## config.mk

```make
export PLATFORM = sky130hd
export DESIGN_NAME = sipo_framer
export DESIGN_NICKNAME = d
export VERILOG_FILES = /design/src/rtl/sipo_pkg.sv /design/src/rtl/bit_counter.sv /design/src/rtl/sipo_framer.sv
export SDC_FILE = /design/constraint.sdc
export NUM_CORES = 1
export LEC_CHECK = 0
export CAP_MARGIN = 20
export CORE_UTILIZATION = 40
export CTS_CLUSTER_DIAMETER = 50
export DETAILED_ROUTE_END_ITERATION = 8
export HOLD_SLACK_MARGIN = 0.02
export PLACE_DENSITY = 0.7
export SETUP_SLACK_MARGIN = 0.15
export SLEW_MARGIN = 20
export SYNTH_ARGS = -nofsm -noshare
export SYNTH_HDL_FRONTEND = slang
export SYNTH_SLANG_ARGS = --single-unit
```

## constraint.sdc

```tcl
create_clock -name clk -period 1.7 [get_ports clk]
set_input_delay 0.34 -clock clk [delete_from_list [all_inputs] [get_ports clk]]
set_output_delay 0.34 -clock clk [all_outputs]
set_load 0.03 [all_outputs]
```

## src/rtl/sipo_pkg.sv

```systemverilog
// rtl/sipo_pkg.sv - shared state encoding for the serial-in parallel-out framer
package sipo_pkg;

   localparam logic [1:0] ST_IDLE  = 2'd0;
   localparam logic [1:0] ST_SHIFT = 2'd1;
   localparam logic [1:0] ST_FULL  = 2'd2;

   typedef enum logic [1:0] {
      IDLE  = ST_IDLE,
      SHIFT = ST_SHIFT,
      FULL  = ST_FULL
   } sipo_state_t;

endpackage

```

## src/rtl/bit_counter.sv

```systemverilog
// rtl/bit_counter.sv - frame bit index counter, 0..W-1, flags the last bit
module bit_counter #(
   parameter int W = 4
) (
   input  logic clk,
   input  logic rst,
   input  logic clr,
   input  logic inc,
   output logic last
);

   localparam int CW = $clog2(W);

   logic [CW-1:0] cnt;

   assign last = (cnt == CW'(W - 1));

   // A clear with a same-cycle bit makes that bit index 0, so the count resumes at 1.
   always_ff @(posedge clk or posedge rst) begin
      if (rst) begin
         cnt <= '0;
      end else if (clr) begin
         cnt <= inc ? CW'(1) : '0;
      end else if (inc) begin
         cnt <= last ? '0 : cnt + CW'(1);
      end
   end

endmodule

```

## src/rtl/sipo_framer.sv

```systemverilog
// rtl/sipo_framer.sv - collects a W-bit serial frame into a registered parallel word
module sipo_framer #(
   parameter int W         = 4,
   parameter bit MSB_FIRST = 1'b1
) (
   input  logic         clk,
   input  logic         rst,
   input  logic         start,
   input  logic         sin,
   input  logic         sin_en,
   output logic [W-1:0] q,
   output logic         q_valid,
   input  logic         q_ready,
   output logic         overrun
);

   import sipo_pkg::*;

   sipo_state_t  state;
   logic [W-1:0] sr;
   logic [W-1:0] first;
   logic         last;
   logic         clr;
   logic         inc;

   function automatic logic [W-1:0] ins(input logic [W-1:0] v, input logic b);
      if (MSB_FIRST) return {v[W-2:0], b};
      else           return {b, v[W-1:1]};
   endfunction

   // A start is honoured everywhere except in FULL without a transfer, where it is dropped.
   assign clr   = start && ((state != FULL) || q_ready);
   assign inc   = sin_en && ((state == SHIFT) || clr);
   assign first = sin_en ? ins({W{1'b0}}, sin) : {W{1'b0}};

   bit_counter #(.W(W)) u_cnt (
      .clk  (clk),
      .rst  (rst),
      .clr  (clr),
      .inc  (inc),
      .last (last)
   );

   always_ff @(posedge clk or posedge rst) begin
      if (rst) begin
         state   <= IDLE;
         sr      <= '0;
         q       <= '0;
         q_valid <= 1'b0;
         overrun <= 1'b0;
      end else begin
         case (state)
            IDLE: begin
               if (start) begin
                  state <= SHIFT;
                  sr    <= first;
               end
            end
            SHIFT: begin
               if (start) begin
                  sr <= first;
               end else if (sin_en) begin
                  sr <= ins(sr, sin);
                  if (last) begin
                     q       <= ins(sr, sin);
                     q_valid <= 1'b1;
                     state   <= FULL;
                  end
               end
            end
            FULL: begin
               if (q_ready) begin
                  q_valid <= 1'b0;
                  if (start) begin
                     state <= SHIFT;
                     sr    <= first;
                  end else begin
                     state <= IDLE;
                  end
               end else if (start || sin_en) begin
                  overrun <= 1'b1;
               end
            end
            default: state <= IDLE;
         endcase
      end
   end

endmodule
```

======== Word level (Yosys, flattened, before mapping) ========
Cells that the tools add are included.
storage, ports and cells
  bits of input ports ..................... 6
  register bits after elaboration ......... 14
  logic and storage cells ................. 55
  output and inout bits ................... 6
cells by class
  mux-type cells .......................... 22
  $add $sub $neg .......................... 1
  reductions and logical operators ........ 14
  equal/unequal tests ..................... 10
  bitwise gates (word level) .............. 2
operator list
  cell                   number
  $mux W2                8
  $mux W4                4
  $pmux W4 S3            1
  $ne A2 B2 Y1 const B   5
  $reduce_and A5 Y1      2
  $mux W1                7
  $pmux W2 S3            1
  $reduce_and A3 Y1      2
  $eq A2 B2 Y1 const B   2
  $reduce_and A4 Y1      1
  $reduce_bool A2 Y1     2
  $logic_or A1 B1 Y1     3
  $ne A3 B3 Y1 const B   1
  $reduce_bool A3 Y1     1
  $add A2 B1 Y2 const B  1
  $eq A2 B1 Y1 const B   1
  $logic_and A1 B1 Y1    2
  $logic_not A2 Y1       1
  $ne A2 B1 Y1 const B   1
  $not A1 Y1             2
  $pmux W1 S2            1

======== Longest topological paths before layout ========
Gate-level depths: netlist (run 1).
  word-level depth ........................ 7
  mapped depth ............................ 5

======== Hierarchy ========
From an unflattened synthesis (run 1), not the netlist that was laid out.
second synthesis, totals
  cell total of the unflattened synthesis .. 55
  area total of the unflattened synthesis .. 621.8 µm²
by module, submodules not included
  module       area an instance (µm²)  cells an instance  sequential area each (µm²)  times used
  sipo_framer  521.8                   46                 275.3                       1
  bit_counter  100.1                   9                  50.0                        1

======== Worst setup path after synthesis (run 1) ========
Ideal clock, no wire load.
  path type ............................... input to register
  from .................................... in start
  to ...................................... reg q[0]
  path slack .............................. 278 ps
  buffers on the path ..................... 2
  data arrival time ....................... 1294 ps
  library setup time ...................... 128 ps
  cell stages on the path ................. 5
  cells stage by stage .................... buf_2 nor3b_2 nor2b_1 buf_2 mux2_1
on the way
  word-level cells in the longest chain between the ends .. 2
ends and longest elaborated chain
  element                      line               RTL
  start, declared              sipo_framer.sv:8   input logic start,
  $not A1 Y1 (no line)         --
  $reduce_and A4 Y1 (no line)  --
  end signal, assigned         sipo_framer.sv:65  q <= ins(sr, sin);
  end, declared                sipo_framer.sv:11  output logic [W-1:0] q,
Every way passes these cells.
A chain may end at the register's enable or synchronous reset.

======== Worst setup path in the final report (run 1) ========
  from .................................... in start
  to ...................................... reg q[1]
Same word-level chain as after synthesis.

==> results of run 1 <==
## logic make-up after synthesis
logic type / after synthesis / share of synthesized area
AND/OR/NAND/NOR: 13 / 0.145
buffers and inverters: 6 / 0.0419
adder cells (fa/ha/maj): 1 / 0.0210
AO/OA/AOI/OAI: 10 / 0.105
flip-flops: 13 / 0.545
multiplexers: 8 / 0.143
## metrics by stage
step	std cells	worst slack [ns]	TNS [ns]	instance area, sq um	total power, mW
after floorplan	51	0.278	0	597	0.573
after global placement	82	-0.0133	-0.0220	768	0.697
after detailed placement	82	-0.0328	-0.101	768	0.702
after CTS	86	0.259	0	788	0.861
after global routing	86	0.161	0	788	0.901
final	86	0.271	0	788	0.853
## final cells by class
cell class,count,share of cell area
Sequential cell,13,0.413
Multi-Input combinational cell,32,0.313
Timing Repair Buffer,18,0.197
Clock buffer,3,0.0286
Tap cell,15,0.0238
Inverter,4,0.0190
Clock inverter,1,0.00635
## per-layer routing
metal	share of wire	GRT usage
met5	0	0
met4	0.0073	0.0750
met3	0.035	0.0489
met2	0.47	0.242
met1	0.48	0.199
## Yosys cell counts
cell type  instances
o21ai_0            2
mux2_1             4
nand2b_1           1
a21oi_1            3
nor2b_1            1
inv_1              4
or3b_4             1
a32o_1             1
dfrtp_1           13
nand3b_1           3
o21bai_1           1
o21a_1             1
nor2_1             1
nor4b_1            1
o21ai_1            1
buf_2              2
mux2i_1            4
nand2_1            4
nor3b_2            1
ha_1               1
a21o_1             1
## how the worst max path moves through the flow
| stage | startpoint | end | slack [ns] | depth (start not counted) |
|---|---|---|---|---|
| floorplan | start | q[0] | 0.28 | 5 |
| finish | start | q[1] | 0.27 | 5 |
| CTS | start | q[1] | 0.26 | 5 |
| detailed placement | start | q[1] | -0.03 | 5 |
| global route | state[0] | q[1] | 0.16 | 4 |
| global placement | start | q[1] | -0.01 | 5 |
## sequential cells by signal, indices dropped and copies added, names as in the netlist
name and cells:
state 2, sr 3, q_valid 1, overrun 1, u_cnt.cnt 2, q 4
## critical path, delay by kind of cell
kind	cells	cell delay (ns)
buffers and inverters	2	0.59
and+or+nand+nor	2	0.34
muxes	1	0.32
## report_power, final
part	switching (mW)	total [mW]	internal [mW]	leakage, nW
clock network	0.103	0.190	0.0870	0.0177
registers	0.0321	0.400	0.368	0.167
logic	0.151	0.263	0.112	0.221
## layout by cell type, fill, tap and decap left out
cell type	count
a21o_1	1
a21oi_1	3
a32o_1	1
buf_4	7
clkbuf_4	3
clkdlybuf4s50_1	5
clkinv_2	1
dfrtp_1	13
dlygate4sd2_1	6
ha_1	1
inv_1	4
mux2_1	4
mux2i_1	4
nand2_1	4
nand2b_1	1
nand3b_1	3
nor2_1	1
nor2b_1	1
nor3b_2	1
nor4b_1	1
o21a_1	1
o21ai_0	2
o21ai_1	1
o21bai_1	1
or3b_4	1
==> qor.csv, run 1 <==
metric;value;unit
CTS sink cnt;13;
post-route core utilization;0.584;
Total Wirelength;1100;um
Remaining DRCs;0;
Post-Synthesis Cells;51;
Post-CTS Setup Repair Bufs;0;
Inserted Diodes;0;
Pleak;0.405;nW
Max-slew headroom;0.656;
Critical Path, Cell by Cell;clkdlybuf4s50_1, nor3b_2, nor2b_1, buf_4, mux2_1;
CTS max path bufs;2;
crit-path max FO;6;
TritonCTS buffer count;3;
Worst Setup End Kind;flip-flop;
Clock Pin Slew Worst Setup and Hold Paths;0.09;ns
Setup CP Type;input port to flip-flop;
area grow syn2layout;32.1;%
flop2flop setup slack;0.29;ns
ANT nets after route;0;
Worst-Skew Late Latency;0.27;ns
fin nets;79;
first-pass GRT wire length;1640;um
die area;1650;sq um
drt wl/cell;12.7;um
initial antenna violation count;0;
clock root buffer;clkbuf_4;
I/O pin count;12;
DP HPWL;801;um
YS warnings;0;
Yosys top cell area share;0.545;
Hold WC Path Type;input port to asynchronous set/reset pin;
clk_skew;0.00516;ns
Yosys top cell by area;dfrtp_1;
Fin. Hold Viols;0;
IO Port Bufs;11;
crit path launch type;input port;
multi-input logic area;246;sq um
die span in x;40.6;um
layout cells sized above 1;0.183;
reg-to-reg startpoint;state[0];
number of max-cap violations;0;
Peak supply drop;666;uV
Final Cycle Share;0.841;
Worst Tran Pin Value;0.516;ns
H-tree depth;1;
gr ovfl total;0;
status;completed;
Post-CTS Resized;6;
num rows;13;
Seq. cell area;325;sq um
sequential share of the synthesized area;0.545;
routed vias;450;
worst hold slack;0.393;ns
Reg2Reg Depth;4;
Synth cell types;21;
vias per cell;5.23;
reg2reg end;q[1];
Overall Global Routing Usage;0.157;
Setup violations, final;0;
Hold Buf Count CTS;0;
Pwr Density;1080;nW/um^2
final max-slew violation count;0;
maximum number of pins on one net before global-route repair;14;
f_max;0.700;GHz
drt first pass iters;4;
critical path arrival;1.59;ns
RSZ-0062 raised after global routing;false;
die outline height;40.6;um
number of global-route vias before repair;403;
Starting Density;0.442;
Critical-path top delay cell;clkdlybuf4s50_1;
Mapped Nets;58;
CTS tree;built;
fill cell count;126;
synth top area cells;dfrtp_1, mux2_1, mux2i_1;
Placer Congestion;0.718;
Tmin final;1.43;ns
delay of the slowest critical-path stage;0.44;ns
Iter 0 DRT Violations;12;
synthesized area per cell;11.7;sq um
#FFs+latches synth;13;
CP Data Required Time;1.86;ns
Synth Cell Area;597;sq um
Core Box Area;1350;sq um
No activity file was read; power rests on OpenSTA's default activity.
==> inputs of run 2 (changes only) <==
- PLACE_DENSITY: 0.7 -> 0.72
- clock period: 1.7 -> 1.2 ns (I/O delays scaled with it)
==> run 2 against run 1 <==
The run now ends with negative setup slack left; power is 62% higher; via count is 5.3% higher; first-iteration DRC count decreased by 17%; core utilization grew 10 points; worst hold slack worse by 0.14 ns; sequential share of layout area shrank 6.1 points; count of clock-buffer cells in the layout stayed put; setup slack got worse by 0.40 ns; clock skew decreased by 0.0014 ns; critical path depth decreased by 1; critical path type is now flip-flop to flip-flop.
==> qor.csv, run 2 (synthesis gave the netlist of run 1 again) <==
metric;value;unit
leading cell type in the layout, fill and taps excluded;dfrtp_1;
biggest regs;q (4), sr (3);
f_max;0.751;GHz
layout cells sized above 1;0.475;
critical path startpoint;state[1];
initial antenna violation count;0;
fill cell count;108;
Total Wirelength;1240;um
Clock Pin Slew Worst Setup and Hold Paths;0.08;ns
Inserted Diodes;0;
RSZ-0062 raised after global routing;true;
vias per cell;4.99;
fin nets;88;
CTS tree;built;
Iter 0 DRT Violations;10;
maximum number of pins on one net before global-route repair;14;
crit-path max FO;6;
post-route core utilization;0.686;
CTS max path bufs;2;
Hold WC Path Type;input port to asynchronous set/reset pin;
number of global-route vias before repair;442;
Setup CP Type;flip-flop to flip-flop;
Peak supply drop;1090;uV
Max-slew headroom;0.832;
max FFs per register;4;
num rows;13;
Core Box Area;1350;sq um
die span in x;40.6;um
CP Data Required Time;1.36;ns
gr ovfl total;0;
critical path arrival;1.49;ns
first-pass GRT wire length;1840;um
failing checks;negative setup slack;
drt first pass iters;2;
most frequent cells in the layout;dfrtp_1, buf_6, buf_4;
Design Area, Final;926;sq um
Worst Tran Pin Value;0.249;ns
fin worst setup slack;-0.131;ns
Final Cycle Share;1.11;
CTS sink cnt;13;
clock root buffer;clkbuf_4;
H-tree depth;1;
final max-slew violation count;0;
ANT nets after route;0;
Fin. Hold Viols;0;
clk_skew;0.00377;ns
Worst Setup End Kind;flip-flop;
die outline height;40.6;um
worst hold slack;0.256;ns
I/O pin count;12;
crit path launch type;flip-flop;
reg-to-reg startpoint;state[1];
Most flops, register;q;
Setup violations, final;9;
TritonCTS buffer count;3;
Reg2Reg Depth;4;
routed vias;474;
Placer Congestion;0.775;
Pwr Density;1490;nW/um^2
Starting Density;0.442;
Overall Global Routing Usage;0.177;
IO Port Bufs;11;
die area;1650;sq um
Tmin final;1.33;ns
Pleak;0.457;nW
Worst-Skew Late Latency;0.27;ns
status;complete, but fails checks;
DP HPWL;833;um
area grow syn2layout;55.1;%
number of max-cap violations;0;
Placement Cell Area;798;sq um
drt wl/cell;13.0;um
Remaining DRCs;0;
run 2: area by class of cell:
| class | count | area, sq um | share of cell area |
|---|---|---|---|
| Multi-Input combinational cell | 32 | 285 | 0.308 |
| Sequential cell | 13 | 325 | 0.351 |
| Clock buffer | 3 | 22.5 | 0.0243 |
| Inverter | 4 | 15.0 | 0.0162 |
| Clock inverter | 1 | 5.00 | 0.00541 |
| Tap cell | 15 | 18.8 | 0.0203 |
| Timing Repair Buffer | 27 | 254 | 0.274 |
run 2: critical path, stage by stage, from the launching register on:
cell     delay [ns]
dfrtp_1        0.41
nor3b_2        0.18
nor2b_1        0.15
buf_4          0.17
mux2_4         0.31
run 2: repair_timing:
item | in CTS | in global routing
buffers inserted | 3 | 2
hold buffers | 0 | 0
resized for setup | 17 | 3
pin swaps | 5 | 3
endpoints found under the setup margin | 19 | 19
run 2: where the power goes:
part | internal (mW) | switching, mW | total, mW
Clock | 0.123 | 0.135 | 0.258
Combinational | 0.297 | 0.241 | 0.538
Sequential | 0.522 | 0.0584 | 0.581
run 2: per-layer routing:
metal	vias up	share of wire	wire length, um	track usage
met1	227	0.44	548	0.222
met3	0	0.033	41	0.0815
met2	10	0.52	648	0.286
met5	-	0	0	0
met4	0	0	0	0.0250
li1	237	-	-	-
run 2: final timing paths:
path                                end  slack, ns
setup reg to reg                   q[3]      -0.13
hold / removal                 state[1]       0.26
hold reg to reg                 q_valid       0.50
setup / recovery                   q[3]      -0.13
min in group clk           u_cnt.cnt[1]       0.46
max in group asynchronous       q_valid       0.79
run 2: per-stage QoR:
stage | TNS (ns) | setup slack (ns) | instances | power [mW]
after detailed placement | -4.20 | -0.442 | 86 | 1.02
final | -0.725 | -0.131 | 95 | 1.38
after global placement | -4.04 | -0.427 | 86 | 1.02
after CTS | -0.780 | -0.153 | 93 | 1.37
after floorplan | -0.634 | -0.140 | 51 | 0.847
after global routing | -1.42 | -0.204 | 95 | 1.47
==> inputs of run 3 (changes only) <==
- CAP_MARGIN: 20 -> 15
==> results of run 3 <==
Final layout, timing and power as in run 2 (identical DEF).
